**src/rtl/fixed_multiplier_pkg.sv**
```systemverilog
// Shared definitions for the fixed-point multiplier (operand format matches the divider).
package fixed_multiplier_pkg;

  localparam int unsigned DEF_W = 10;
  localparam int unsigned DEF_F = 6;

  // Saturated result returned on overflow at the default width
  localparam logic [DEF_W-1:0] SAT_VAL = '1;

  typedef enum logic [1:0] {
    ST_IDLE = 2'd0,
    ST_CALC = 2'd1,
    ST_DONE = 2'd2
  } mult_state_e;

endpackage

```
**src/rtl/fixed_multiplier_if.sv**
```systemverilog
// Operand/result handshake bundle between a requester and the multiplier.
interface fixed_multiplier_if
  import fixed_multiplier_pkg::*;
#(
  parameter int unsigned W = DEF_W
) ();

  logic         start;
  logic [W-1:0] A_in;
  logic [W-1:0] B_in;
  logic [W-1:0] P_out;
  logic         ovf;
  logic         busy;
  logic         done;

  modport master (
    output start, A_in, B_in,
    input  P_out, ovf, busy, done
  );

  modport slave (
    input  start, A_in, B_in,
    output P_out, ovf, busy, done
  );

endinterface

```
**src/rtl/fixed_multiplier_ctrl.sv**
```systemverilog
// Sequencer for the shift-add multiplier: FSM plus iteration counter.
module mult_ctrl
  import fixed_multiplier_pkg::*;
#(
  parameter int unsigned W = DEF_W
) (
  input  logic clk,
  input  logic rst,
  input  logic start,
  output logic ld_c,
  output logic shift_c,
  output logic last_c,
  output logic busy,
  output logic done
);

  localparam int unsigned CNT_W = $clog2(W);

  mult_state_e      state_q, state_d;
  logic [CNT_W-1:0] cnt_q, cnt_d;
  logic             busy_q, busy_d;
  logic             done_q, done_d;
  logic             eqlast;

  assign eqlast = (cnt_q == CNT_W'(W - 1));

  // Next-state, counter and strobe decode
  always_comb begin
    state_d = state_q;
    cnt_d   = cnt_q;
    ld_c    = 1'b0;
    shift_c = 1'b0;
    last_c  = 1'b0;
    unique case (state_q)
      ST_IDLE: begin
        if (start) begin
          ld_c    = 1'b1;
          cnt_d   = '0;
          state_d = ST_CALC;
        end
      end
      ST_CALC: begin
        shift_c = 1'b1;
        cnt_d   = cnt_q + CNT_W'(1);
        if (eqlast) begin
          last_c  = 1'b1;
          state_d = ST_DONE;
        end
      end
      ST_DONE: begin
        state_d = ST_IDLE;
      end
      default: begin
        state_d = ST_IDLE;
      end
    endcase
    busy_d = (state_d != ST_IDLE);
    done_d = (state_d == ST_DONE);
  end

  // State, counter and status flops; status tracks the state register exactly
  always_ff @(posedge clk) begin
    if (rst) begin
      state_q <= ST_IDLE;
      cnt_q   <= '0;
      busy_q  <= 1'b0;
      done_q  <= 1'b0;
    end else begin
      state_q <= state_d;
      cnt_q   <= cnt_d;
      busy_q  <= busy_d;
      done_q  <= done_d;
    end
  end

  assign busy = busy_q;
  assign done = done_q;

endmodule

```
**src/rtl/fixed_multiplier.sv**
```systemverilog
// Radix-2 shift-add unsigned UQ(W-F).F multiplier with truncation and saturation.
module fixed_multiplier
  import fixed_multiplier_pkg::*;
#(
  parameter int unsigned W = DEF_W,
  parameter int unsigned F = DEF_F
) (
  input  logic                 clk,
  input  logic                 rst,
  fixed_multiplier_if.slave    bus
);

  logic         ld_c, shift_c, last_c;
  logic         busy, done;

  logic [W-1:0] ra_q, ra_d;
  logic [W:0]   acc_q, acc_d;
  logic [W-1:0] rq_q, rq_d;
  logic [W-1:0] p_out_q, p_out_d;
  logic         ovf_q, ovf_d;
  logic [W:0]   sum;

  mult_ctrl #(.W(W)) u_ctrl (
    .clk     (clk),
    .rst     (rst),
    .start   (bus.start),
    .ld_c    (ld_c),
    .shift_c (shift_c),
    .last_c  (last_c),
    .busy    (busy),
    .done    (done)
  );

  // Operand load, conditional add / shift step, and result capture on the final step
  always_comb begin
    ra_d    = ra_q;
    acc_d   = acc_q;
    rq_d    = rq_q;
    p_out_d = p_out_q;
    ovf_d   = ovf_q;
    sum     = rq_q[0] ? ({1'b0, acc_q[W-1:0]} + {1'b0, ra_q}) : acc_q;
    if (ld_c) begin
      ra_d  = bus.A_in;
      rq_d  = bus.B_in;
      acc_d = '0;
    end else if (shift_c) begin
      acc_d = {1'b0, sum[W:1]};
      rq_d  = {sum[0], rq_q[W-1:1]};
      if (last_c) begin
        // Full product is {acc[W-1:0], rq}; integer overflow bits live in acc[W-1:F]
        ovf_d   = |acc_d[W-1:F];
        p_out_d = ovf_d ? '1 : {acc_d[F-1:0], rq_d[W-1:F]};
      end
    end
  end

  // Datapath and result registers
  always_ff @(posedge clk) begin
    if (rst) begin
      ra_q    <= '0;
      acc_q   <= '0;
      rq_q    <= '0;
      p_out_q <= '0;
      ovf_q   <= 1'b0;
    end else begin
      ra_q    <= ra_d;
      acc_q   <= acc_d;
      rq_q    <= rq_d;
      p_out_q <= p_out_d;
      ovf_q   <= ovf_d;
    end
  end

  assign bus.P_out = p_out_q;
  assign bus.ovf   = ovf_q;
  assign bus.busy  = busy;
  assign bus.done  = done;

endmodule

```
**src/flat_wrapper.sv**
```systemverilog
// flat-port wrapper written by rule: the top's interface ports become plain ports
module fixed_multiplier_flat import fixed_multiplier_pkg::*;
#(
  parameter int unsigned W = DEF_W,
  parameter int unsigned F = DEF_F
)
  (clk, rst, bus_start, bus_A_in, bus_B_in, bus_P_out, bus_ovf, bus_busy, bus_done);
  fixed_multiplier_if #(.W(W)) bus_i ();
  input  logic clk;
  input  logic rst;
  input wire logic [$bits(bus_i.start)-1:0] bus_start;
  input wire logic [$bits(bus_i.A_in)-1:0] bus_A_in;
  input wire logic [$bits(bus_i.B_in)-1:0] bus_B_in;
  output wire logic [$bits(bus_i.P_out)-1:0] bus_P_out;
  output wire logic [$bits(bus_i.ovf)-1:0] bus_ovf;
  output wire logic [$bits(bus_i.busy)-1:0] bus_busy;
  output wire logic [$bits(bus_i.done)-1:0] bus_done;
  assign bus_i.start = bus_start;
  assign bus_i.A_in = bus_A_in;
  assign bus_i.B_in = bus_B_in;
  assign bus_P_out = bus_i.P_out;
  assign bus_ovf = bus_i.ovf;
  assign bus_busy = bus_i.busy;
  assign bus_done = bus_i.done;
  fixed_multiplier #(.W(W), .F(F)) u_core (.clk(clk), .rst(rst), .bus(bus_i));
endmodule
```
**config.mk**
```make
export PLATFORM = sky130hd
export DESIGN_NAME = fixed_multiplier_flat
export DESIGN_NICKNAME = d
export VERILOG_FILES = /design/src/rtl/fixed_multiplier_pkg.sv /design/src/rtl/fixed_multiplier_if.sv /design/src/rtl/fixed_multiplier_ctrl.sv /design/src/rtl/fixed_multiplier.sv /design/src/flat_wrapper.sv
export SDC_FILE = /design/constraint.sdc
export NUM_CORES = 1
export LEC_CHECK = 0
export ABC_AREA = 1
export CORE_ASPECT_RATIO = 1.25
export CORE_MARGIN = 2
export CORE_UTILIZATION = 45
export CTS_BUF_LIST = sky130_fd_sc_hd__clkbuf_8 sky130_fd_sc_hd__clkbuf_16
export DETAILED_ROUTE_END_ITERATION = 10
export PLACE_DENSITY = 0.74
export SYNTH_ARGS = -nofsm -noshare
export SYNTH_HDL_FRONTEND = slang
export SYNTH_SLANG_ARGS = --single-unit
```
**constraint.sdc**
```tcl
create_clock -name clk -period 3.1 [get_ports clk]
set_clock_uncertainty 0.05 [all_clocks]
set_input_delay 0.93 -clock clk [delete_from_list [all_inputs] [get_ports clk]]
set_output_delay 0.93 -clock clk [all_outputs]
set_load 0.005 [all_outputs]
```
==> results of run 1 <==
through the flow:
step           utilization [%]  hold WS, ns  setup WS (ns)  area, sq um
2_1_floorplan                -        0.395           1.09         2550
3_3_place_gp              53.9        0.404          0.494         2930
3_5_place_dp              53.9        0.405          0.466         2930
4_1_cts                   55.7        0.421          0.707         3030
5_1_grt                   55.7        0.438          0.501         3030
6_report                  55.7        0.420          0.693         3030
cells by family after synthesis:
| family | count (synthesis) | synth area share, % |
|---|---|---|
| buffers and inverters | 60 | 9.86 |
| adders and majority gates | 13 | 6.67 |
| xor gates and xnor gates | 3 | 1.03 |
| and+or+nand+nor | 156 | 26.6 |
| AOI/OAI and AO/OA | 79 | 17.4 |
| DFF | 49 | 38.5 |
routing by layer:
layer,vias up,track usage (%),wire (um)
met5,-,0,0
met4,0,8.40,112
met3,11,2.99,230
met2,57,35.5,2930
met1,1062,24.0,2590
li1,1221,-,-
cells in the final DEF (no fill, tap or decap), types with 2 or more instances in the layout:
cell	count
inv_1	41
or2_2	2
dfxtp_1	49
nand3_1	7
nand2_1	85
buf_4	4
inv_2	3
xnor2_1	2
nor2_4	2
nor2_1	42
nand3_2	6
nand4_1	2
o21ai_0	35
ha_1	12
a31oi_1	9
nor2_2	2
clkinv_1	2
o211ai_1	4
clkbuf_8	6
a22oi_1	2
nor3_1	2
a21oi_1	25
clkdlybuf4s50_1	35
nand2_2	6
registers in the layout, summed over array words and instances, names as in the netlist:
signal and cells:
u_core.acc_q 10, u_core.bus.P_out 10, u_core.bus.ovf 1, u_core.ra_q 10, u_core.rq_q 10, u_core.u_ctrl.busy 1
u_core.u_ctrl.cnt_q 4, u_core.u_ctrl.done 1, u_core.u_ctrl.state_q 2
power by group through the flow:
stage	clock network [mW]	logic (mW)	registers (mW)
global route	0.447	0.263	0.693
finish	0.417	0.230	0.688
global placement	0	0.225	0.701
detailed placement	0	0.231	0.702
CTS	0.426	0.231	0.688
floorplan	0	0.172	0.692
tightest hold or removal path: stages, from the launching register on:
cell and delay [ns]:
dfxtp_1 0.32, nand2_1 0.06, a21oi_1 0.05
worst max-delay path by stage:
stage / to / cells past startpoint
3_3_place_gp: u_core.rq_q[9]$_SDFFE_PP0P_ / 7
2_1_floorplan: u_core.bus.P_out[9]$_SDFFE_PP0P_ / 16
4_1_cts: u_core.bus.P_out[0]$_SDFFE_PP0P_ / 15
5_1_grt: u_core.rq_q[9]$_SDFFE_PP0P_ / 7
3_5_place_dp: u_core.rq_q[9]$_SDFFE_PP0P_ / 7
6_report: u_core.bus.P_out[0]$_SDFFE_PP0P_ / 15
final cells by class:
cell class / instances / area [sq um] / area share (%)
well taps: 64 / 80.1 / 2.64
repair buffers: 39 / 380 / 12.5
multi-input cells: 251 / 1320 / 43.5
clock buffers: 6 / 82.6 / 2.72
flip-flops and latches: 49 / 981 / 32.3
inverters: 46 / 173 / 5.69
clock inverters: 2 / 17.5 / 0.578
==> results.cfg, run 1 <==
[status]
status = finished clean

[timing]
worst_pin_slew_ns = 0.796
slew_headroom_pct = 46.7
final-hold-violation-count = 0
finalWorstPathRequiredPeriod_ns = 2.41
setup_violations = 0
tns_ns = 0
min_period_over_period_pct = 77.6
slew_viol_final = 0
fmax_ghz = 0.415
rsz0062_at_grt = false

[route]
ant_nets = 0
wl_per_cell_um = 12.8
wl_um = 5870
vias = 2351
drtIter0Drc = 122
avgViaCountPerCell = 5.14
drt_pre_antenna_iters = 4
drcViolationCount = 0

[run]
maxCapViolations = 0

[power_and_ir_drop]
peakVddDrop_mv = 0.224
seqPwrFrac_pct = 51.5
p_leak_nw = 1.38
intPower_mw = 0.941
power_density_nw_per_um2 = 440
power.total_mw = 1.34
netSwitchingFraction_pct = 29.6
switchingPower_mw = 0.395
clock_power_share_pct = 31.2
p_comb_share_pct = 17.2

[setup_path]
startpoint_type = register
critPathBufInv = 3
crit_type = reg2reg
r2r-start = u_core.acc_q[0]$_SDFFE_PP0P_
worstPathCellList = ha_1 -> inv_1 -> fa_1 -> inv_1 -> nand3_1 -> nand2_2 -> nand2_1 -> nand3_2 -> nand3_2 -> o21ai_2 -> nand2_2 -> nor2_4 -> nand3_1 -> nand2_1 -> inv_1
cp.arrival_ns = 2.57
cp.required_ns = 3.27
end_kind = register
crit_slowest_cell = dfxtp_1
crit_start = u_core.acc_q[0]$_SDFFE_PP0P_
crit_fanout = 11
regToRegSetupSlack_ns = 0.69
rr_worst_depth = 15
r2r_end = u_core.bus.P_out[0]$_SDFFE_PP0P_
path_common_cell = inv_1
critical_path.top_delay_family = simple AND/OR/NAND/NOR gates
slowest_delay_ns = 0.39

[placed_design]
portBuffers = 35
dp.final_hpwl_um = 4320
placedCellCount = 449
gp_congestion = 0.810

[floorplanning]
die_area_sq_um = 6290
die_h_um = 88.2
core_sq_um = 5440
ios = 36
core.rowCount = 30
initial_core_util_pct = 46.9
die_w_um = 71.3

[cts]
cts_tree = done
cts_resized = 0
clock-sinks = 49
clk_pin_slew_ns = 0.10
postCtsSetupBuffers = 0
htree_levels = 2
clk_path_buf_depth = 2
cts-root-buf = clkbuf_8
clock_latency_ns = 0.31
cts_buffers = 5
cts_hold_buf = 0

[hold_path]
min_to = u_core.u_ctrl.cnt_q[3]$_SDFFE_PP0P_
hold_path_depth = 2
holdCritPathClass = reg2reg
hp-start = u_core.u_ctrl.cnt_q[3]$_SDFFE_PP0P_

[final_layout]
finish.net_count = 428
final_cells = 457
syn_to_final_growth_pct = 18.9
fill_cells = 515
drive_gt1_share_pct = 9.16
diodes = 0

[synthesis]
synth_area_per_cell_sq_um = 7.09
ys_types = 32
synth_flop_cell = dfxtp_1
synthArstFlopShare_pct = 0
yosysTopAreaCellShare_pct = 38.5
synth_seq_cells = 49
synth_top_area_cell = dfxtp_1
synthesis.area_sq_um = 2550
synthTopCellsByCount = nand2_1 (85), dfxtp_1 (49), nor2_1 (42), inv_1 (41), o21ai_0 (35)
synth_fp_nets = 396
synth_edf_count = 0
synth.most_common_cell = nand2_1
ys_seq_area_share_pct = 38.5
yosys-top-cells-area = dfxtp_1 (38%), nand2_1 (13%), o21ai_0 (6.9%)
synth_cells = 360
yosys_warnings = 0

[global_routing]
grt_max_degree = 28
grt_use_total_pct = 20.0
grt.overflow.total = 0
grt_pass1_wl_um = 9930
antenna_found_initial = 0
grt_pass1_vias = 2206
(Power assumes the default switching activity.)
==> run 2: changes to the inputs <==
--- a/config.mk
+++ b/config.mk
@@ -11,7 +11,7 @@
 export CORE_UTILIZATION = 45
 export CTS_BUF_LIST = sky130_fd_sc_hd__clkbuf_8 sky130_fd_sc_hd__clkbuf_16
 export DETAILED_ROUTE_END_ITERATION = 10
-export PLACE_DENSITY = 0.74
+export PLACE_DENSITY = 0.76
 export SYNTH_ARGS = -nofsm -noshare
 export SYNTH_HDL_FRONTEND = slang
 export SYNTH_SLANG_ARGS = --single-unit
==> constraint.sdc (replaced) <==
create_clock -name clk -period 2.13 [get_ports clk]
set_clock_uncertainty 0.05 [all_clocks]
set_input_delay 0.639 -clock clk [delete_from_list [all_inputs] [get_ports clk]]
set_output_delay 0.639 -clock clk [all_outputs]
set_load 0.005 [all_outputs]
==> run 2 against run 1 <==
- final area grew 5.5%
- utilization is 3.1 points higher
- non-clock buffer count up 12
- clock power increased by 46%
- sequential cell count stayed put
- critical path depth down 1
- power increased by 50%
- die area unchanged
- sequential power grew 45%
- fmax grew 19%
- worst setup slack got worse by 0.59 ns
- highest routed layer unchanged
==> results.cfg, run 2 (same netlist as run 1, synthesis figures left out) <==
[route]
drcViolationCount = 0
drtIter0Drc = 135
ant_nets = 0
wl_per_cell_um = 12.8
wl_um = 6000
vias = 2392
drt_pre_antenna_iters = 4
avgViaCountPerCell = 5.10

[power_and_ir_drop]
switchingPower_mw = 0.593
power_density_nw_per_um2 = 624
power.total_mw = 2.00
intPower_mw = 1.41
seqPwrFrac_pct = 50.0
p_comb_share_pct = 19.6
netSwitchingFraction_pct = 29.7
p_leak_nw = 1.44
clock_power_share_pct = 30.5
peakVddDrop_mv = 0.428

[cts]
cts_buffers = 5
clk_path_buf_depth = 2
cts-root-buf = clkbuf_8
cts_hold_buf = 0
clock_latency_ns = 0.31
cts_tree = done
clock-sinks = 49
htree_levels = 2
clk_pin_slew_ns = 0.10

[setup_path]
worstPathCellList = ha_4 -> inv_1 -> fa_2 -> inv_2 -> nand3_2 -> nand2_2 -> nand2_2 -> nand3_2 -> nand3_2 -> o21ai_2 -> nand2_2 -> nor2_4 -> buf_6 -> a22oi_1
rr_worst_depth = 14
crit_fanout = 5
crit_slowest_cell = dfxtp_2
slowest_delay_ns = 0.36
crit_cells = 14
startpoint_type = register
crit_start = u_core.acc_q[0]$_SDFFE_PP0P_
cp.required_ns = 2.28
r2r-start = u_core.acc_q[0]$_SDFFE_PP0P_
critical_path.top_delay_family = simple AND/OR/NAND/NOR gates
crit_type = reg2reg
cp.arrival_ns = 2.18
end_kind = register
critPathBufInv = 3

[global_routing]
grt_max_degree = 27
grt_pass1_wl_um = 10400
grt_use_total_pct = 20.8
antenna_found_initial = 0
grt_pass1_vias = 2416
grt.overflow.total = 0

[timing]
setup_violations = 0
final-hold-violation-count = 0
fmax_ghz = 0.493
slew_viol_final = 0
fin_hold_ws_ns = 0.422
finalWorstPathRequiredPeriod_ns = 2.03
slew_headroom_pct = 71.6
setup_slack_ns = 0.101
worst_pin_slew_ns = 0.426
min_period_over_period_pct = 95.3

[floorplanning]
die_w_um = 71.3
initial_core_util_pct = 46.9
core_sq_um = 5440
die_h_um = 88.2
ios = 36
die_area_sq_um = 6290
core.rowCount = 30

[run]
maxCapViolations = 0

[final_layout]
final_common_cell = nand2_1
diodes = 0
finish.net_count = 440
final_cell_mix = nand2_1 (84), dfxtp_1 (46), nor2_1 (42)
drive_gt1_share_pct = 15.6
final_cells = 469
final_core_util_pct = 58.8
syn_to_final_growth_pct = 25.5
fill_cells = 514

[placed_design]
dp.final_hpwl_um = 4470
gp_congestion = 0.849
portBuffers = 35
placedCellCount = 458
dp_slack_ns = -0.0529

[hold_path]
hold_path_depth = 2
hp-start = u_core.u_ctrl.cnt_q[3]$_SDFFE_PP0P_
holdCritPathClass = reg2reg

[status]
status = finished clean
==> run 2: changes by cell type in the layout (fill, tap and decap cells not counted), sizes merged <==
cell | before | now
buf | 4 | 16
==> run 2: repair_timing <==
item | CTS | global route
pin swaps | 1 | 3
resized for setup | 2 | 17
hold endpoints to repair | 0 | 0
endpoints found under the setup margin | 11 | 12
setup buffers | 0 | 3
==> run 2: through the flow <==
stage               setup TNS, ns  cell area [sq um]
CTS                             0               3110
global route              -0.0632               3200
global placement                0               3000
finish                          0               3200
floorplan                       0               2550
detailed placement         -0.332               3000
==> run 2: metal layers <==
metal / up-vias / global-route usage (%) / share of wire (%)
li1: 1245 / - / -
met3: 14 / 4.03 / 4.4
met2: 55 / 36.4 / 50
met5: - / 0 / 0
met1: 1078 / 25.0 / 44
met4: 0 / 8.06 / 2.2
==> run 2: worst min-delay path, stage by stage, from the launching register on <==
cell	delay, ns
dfxtp_1	0.32
nand2_1	0.06
a21oi_1	0.05
==> run 2: final timing paths <==
check / end / slack, ns
hold reg to reg: u_core.u_ctrl.cnt_q[3]$_SDFFE_PP0P_ / 0.42
setup / recovery: u_core.bus.P_out[2]$_SDFFE_PP0P_ / 0.10
setup reg to reg: u_core.bus.P_out[2]$_SDFFE_PP0P_ / 0.10
hold / removal: u_core.u_ctrl.cnt_q[3]$_SDFFE_PP0P_ / 0.42
==> run 2: power groups by stage <==
stage | sequential (mW) | clock (mW) | combinational, mW
finish | 0.999 | 0.609 | 0.391
global route | 1.01 | 0.671 | 0.439
CTS | 0.994 | 0.613 | 0.370
detailed placement | 1.01 | 0 | 0.365
global placement | 1.01 | 0 | 0.356
floorplan | 1.01 | 0 | 0.250
==> run 2: area by class of cell <==
cell class	instances	area [sq um]	area share, %
multi-input combinational	251	1390	43.3
clock buffer	6	82.6	2.58
sequential	49	985	30.8
timing repair buffer	51	478	14.9
tap	64	80.1	2.50
inverter	46	173	5.39
clock inverter	2	17.5	0.547
==> run 3: changes to the inputs <==
--- a/config.mk
+++ b/config.mk
@@ -10,8 +10,10 @@
 export CORE_MARGIN = 2
 export CORE_UTILIZATION = 45
 export CTS_BUF_LIST = sky130_fd_sc_hd__clkbuf_8 sky130_fd_sc_hd__clkbuf_16
+export CTS_CLUSTER_SIZE = 40
 export DETAILED_ROUTE_END_ITERATION = 10
 export PLACE_DENSITY = 0.76
 export SYNTH_ARGS = -nofsm -noshare
 export SYNTH_HDL_FRONTEND = slang
+export SYNTH_HIERARCHICAL = 1
 export SYNTH_SLANG_ARGS = --single-unit
==> run 3 against run 2 <==
- sequential power fell by 0.4%
- register-to-register slack lost 0.07 ns
- critical endpoint is now u_core/bus.P_out[9]$_SDFFE_PP0P_
- combinational power fell by 3%
- final area rose by 2.7%
- highest routed layer unchanged
- sequential share of layout area down 0.85 points
- final cell count increased by 5.8%
- area after synthesis is 0.15% higher
- sequential cell count unchanged
- first-iteration DRC count increased by 39%
==> results.cfg, run 3 <==
[power_and_ir_drop]
power.total_mw = 2.07
power_density_nw_per_um2 = 631
peakVddDrop_mv = 0.352
p_leak_nw = 1.64

[setup_path]
cp.required_ns = 2.26
crit_fanout = 5
end_kind = register
cp.arrival_ns = 2.23
startpoint_type = register
crit_slowest_cell = dfxtp_2
worstPathCellList = ha_4 -> inv_1 -> fa_2 -> inv_2 -> nand3_1 -> nand2_2 -> nand2_2 -> nand3_1 -> nand3_1 -> nand2_1 -> nand2_2 -> nor2_4 -> clkbuf_16 -> a21oi_2
crit_type = reg2reg
slowest_delay_ns = 0.36

[synthesis]
yosysTopAreaCellShare_pct = 38.4
synth_area_per_cell_sq_um = 6.69
synth_fp_nets = 418
synth_cells = 382
synthTopCellsByCount = nand2_1 (105), inv_1 (53), dfxtp_1 (49), nor2_1 (44), o21ai_0 (35)
synthesis.area_sq_um = 2550
synth_flop_cell = dfxtp_1
synth_top_area_cell = dfxtp_1
synthArstFlopShare_pct = 0
yosys-top-cells-area = dfxtp_1 (38%), nand2_1 (15%), inv_1 (7.8%)
yosys_warnings = 6
ys_types = 27
synth_seq_cells = 49
synth.most_common_cell = nand2_1
ys_seq_area_share_pct = 38.4
synth_edf_count = 0

[floorplanning]
die_area_sq_um = 6300
die_h_um = 88.2
die_w_um = 71.4
core_sq_um = 5440
core.rowCount = 30
initial_core_util_pct = 46.9
ios = 36

[route]
vias = 2512
wl_um = 6080
drcViolationCount = 0
wl_per_cell_um = 12.2
avgViaCountPerCell = 5.06
drtIter0Drc = 187
ant_nets = 0
drt_pre_antenna_iters = 4

[cts]
cts_tree = done
clk_pin_slew_ns = 0.10
htree_levels = 2
clock-sinks = 49
clk_path_buf_depth = 2
cts-root-buf = clkbuf_8
cts_buffers = 5
clock_latency_ns = 0.30
cts_hold_buf = 0

[global_routing]
grt_pass1_vias = 2230
antenna_found_initial = 0
grt_use_total_pct = 19.4
grt.overflow.total = 0
grt_pass1_wl_um = 9910
grt_max_degree = 21

[final_layout]
finish.net_count = 467
diodes = 0
drive_gt1_share_pct = 11.8
final_cell_area_sq_um = 3290
fill_cells = 493
syn_to_final_growth_pct = 28.6
final_core_util_pct = 60.4
final_common_cell = nand2_1
final_cell_mix = nand2_1 (102), inv_1 (52), dfxtp_1 (47)

[placed_design]
gp_congestion = 0.898
dp_slack_ns = -0.0459
dpl_cell_area_sq_um = 3050
portBuffers = 35
dp.final_hpwl_um = 4400

[timing]
min_period_over_period_pct = 98.3
setup_slack_ns = 0.0353
fmax_ghz = 0.477
worst_pin_slew_ns = 0.551
setup_violations = 0
slew_headroom_pct = 63.2
fin_hold_ws_ns = 0.463
slew_viol_final = 0
finalWorstPathRequiredPeriod_ns = 2.09
final-hold-violation-count = 0

[hold_path]
holdCritPathClass = reg2reg

[status]
status = finished clean

[run]
maxCapViolations = 0
==> run 3: cell types whose count changed in the layout (fill, tap and decap cells not counted), sizes merged, moves of 2 or more <==
cell,previous run,this run
a22oi,2,6
nand3,13,15
a31oi,9,1
buf,16,18
clkinv,3,0
inv,45,55
nand2,91,106
==> run 3: worst paths after layout <==
| path | startpoint | endpoint | slack (ns) | cells after the start |
|---|---|---|---|---|
| max reg2reg | u_core/ra_q[0]$_SDFFE_PP0P_ | u_core/bus.P_out[9]$_SDFFE_PP0P_ | 0.04 | 14 |
| min reg2reg | u_core/u_ctrl/cnt_q[1]$_SDFFE_PP0P_ | u_core/u_ctrl/cnt_q[1]$_SDFFE_PP0P_ | 0.46 | 2 |
| max | u_core/ra_q[0]$_SDFFE_PP0P_ | u_core/bus.P_out[9]$_SDFFE_PP0P_ | 0.04 | 14 |
| min | u_core/u_ctrl/cnt_q[1]$_SDFFE_PP0P_ | u_core/u_ctrl/cnt_q[1]$_SDFFE_PP0P_ | 0.46 | 2 |
==> run 3: cell families (layout without fill, tap and decap cells) <==
kind of cell	after synthesis	after routing	synth area share (%)
DFF	49	49	38.4
and+or+nand+nor	176	176	27.9
adders and majority gates	13	13	6.66
AOI/OAI and AO/OA	76	76	16.1
buffers and inverters	67	117	10.6
xor gates and xnor gates	1	1	0.343
==> run 3: power by group <==
part           switching (mW)  internal, mW
sequential             0.0369         0.958
clock                   0.317         0.382
combinational           0.197         0.182
==> run 3: layer usage <==
metal	GRT usage, %	vias up	share of wire, %
li1	-	1301	-
met1	24.5	1129	43
met2	34.7	70	49
met3	2.51	12	5.5
met4	5.66	0	1.8
met5	0	-	0
==> run 3: critical path: cells and delay by family (launching register included) <==
kind | cells | cell delay, ns
adders and majority gates | 2 | 0.47
buffers and inverters | 3 | 0.28
and+or+nand+nor | 8 | 0.76
AOI/OAI and AO/OA | 1 | 0.05
DFF | 1 | 0.36
==> run 3: final cells by class <==
class                   instances  area (sq um)  share of cell area (%)
clock buffers                   6          82.6                    2.51
flip-flops and latches         49           983                    29.9
clock inverters                 2          37.5                    1.14
repair buffers                 54           523                    15.9
inverters                      55           206                    6.28
multi-input cells             266          1370                    41.8
well taps                      64          80.1                    2.44
==> run 3: timing repair <==
| item | CTS | global route |
|---|---|---|
| resized for setup | 1 | 16 |
| pin swaps | 1 | 3 |
| gates cloned | 0 | 1 |
| buffers inserted | 0 | 3 |
| endpoints found under the setup margin | 1 | 13 |
==> run 3: per-stage QoR <==
| stage | instances | setup TNS [ns] |
|---|---|---|
| floorplan | 382 | 0 |
| global placement | 484 | 0 |
| detailed placement | 484 | -0.0607 |
| CTS | 492 | 0 |
| global route | 496 | -0.593 |
| finish | 496 | 0 |
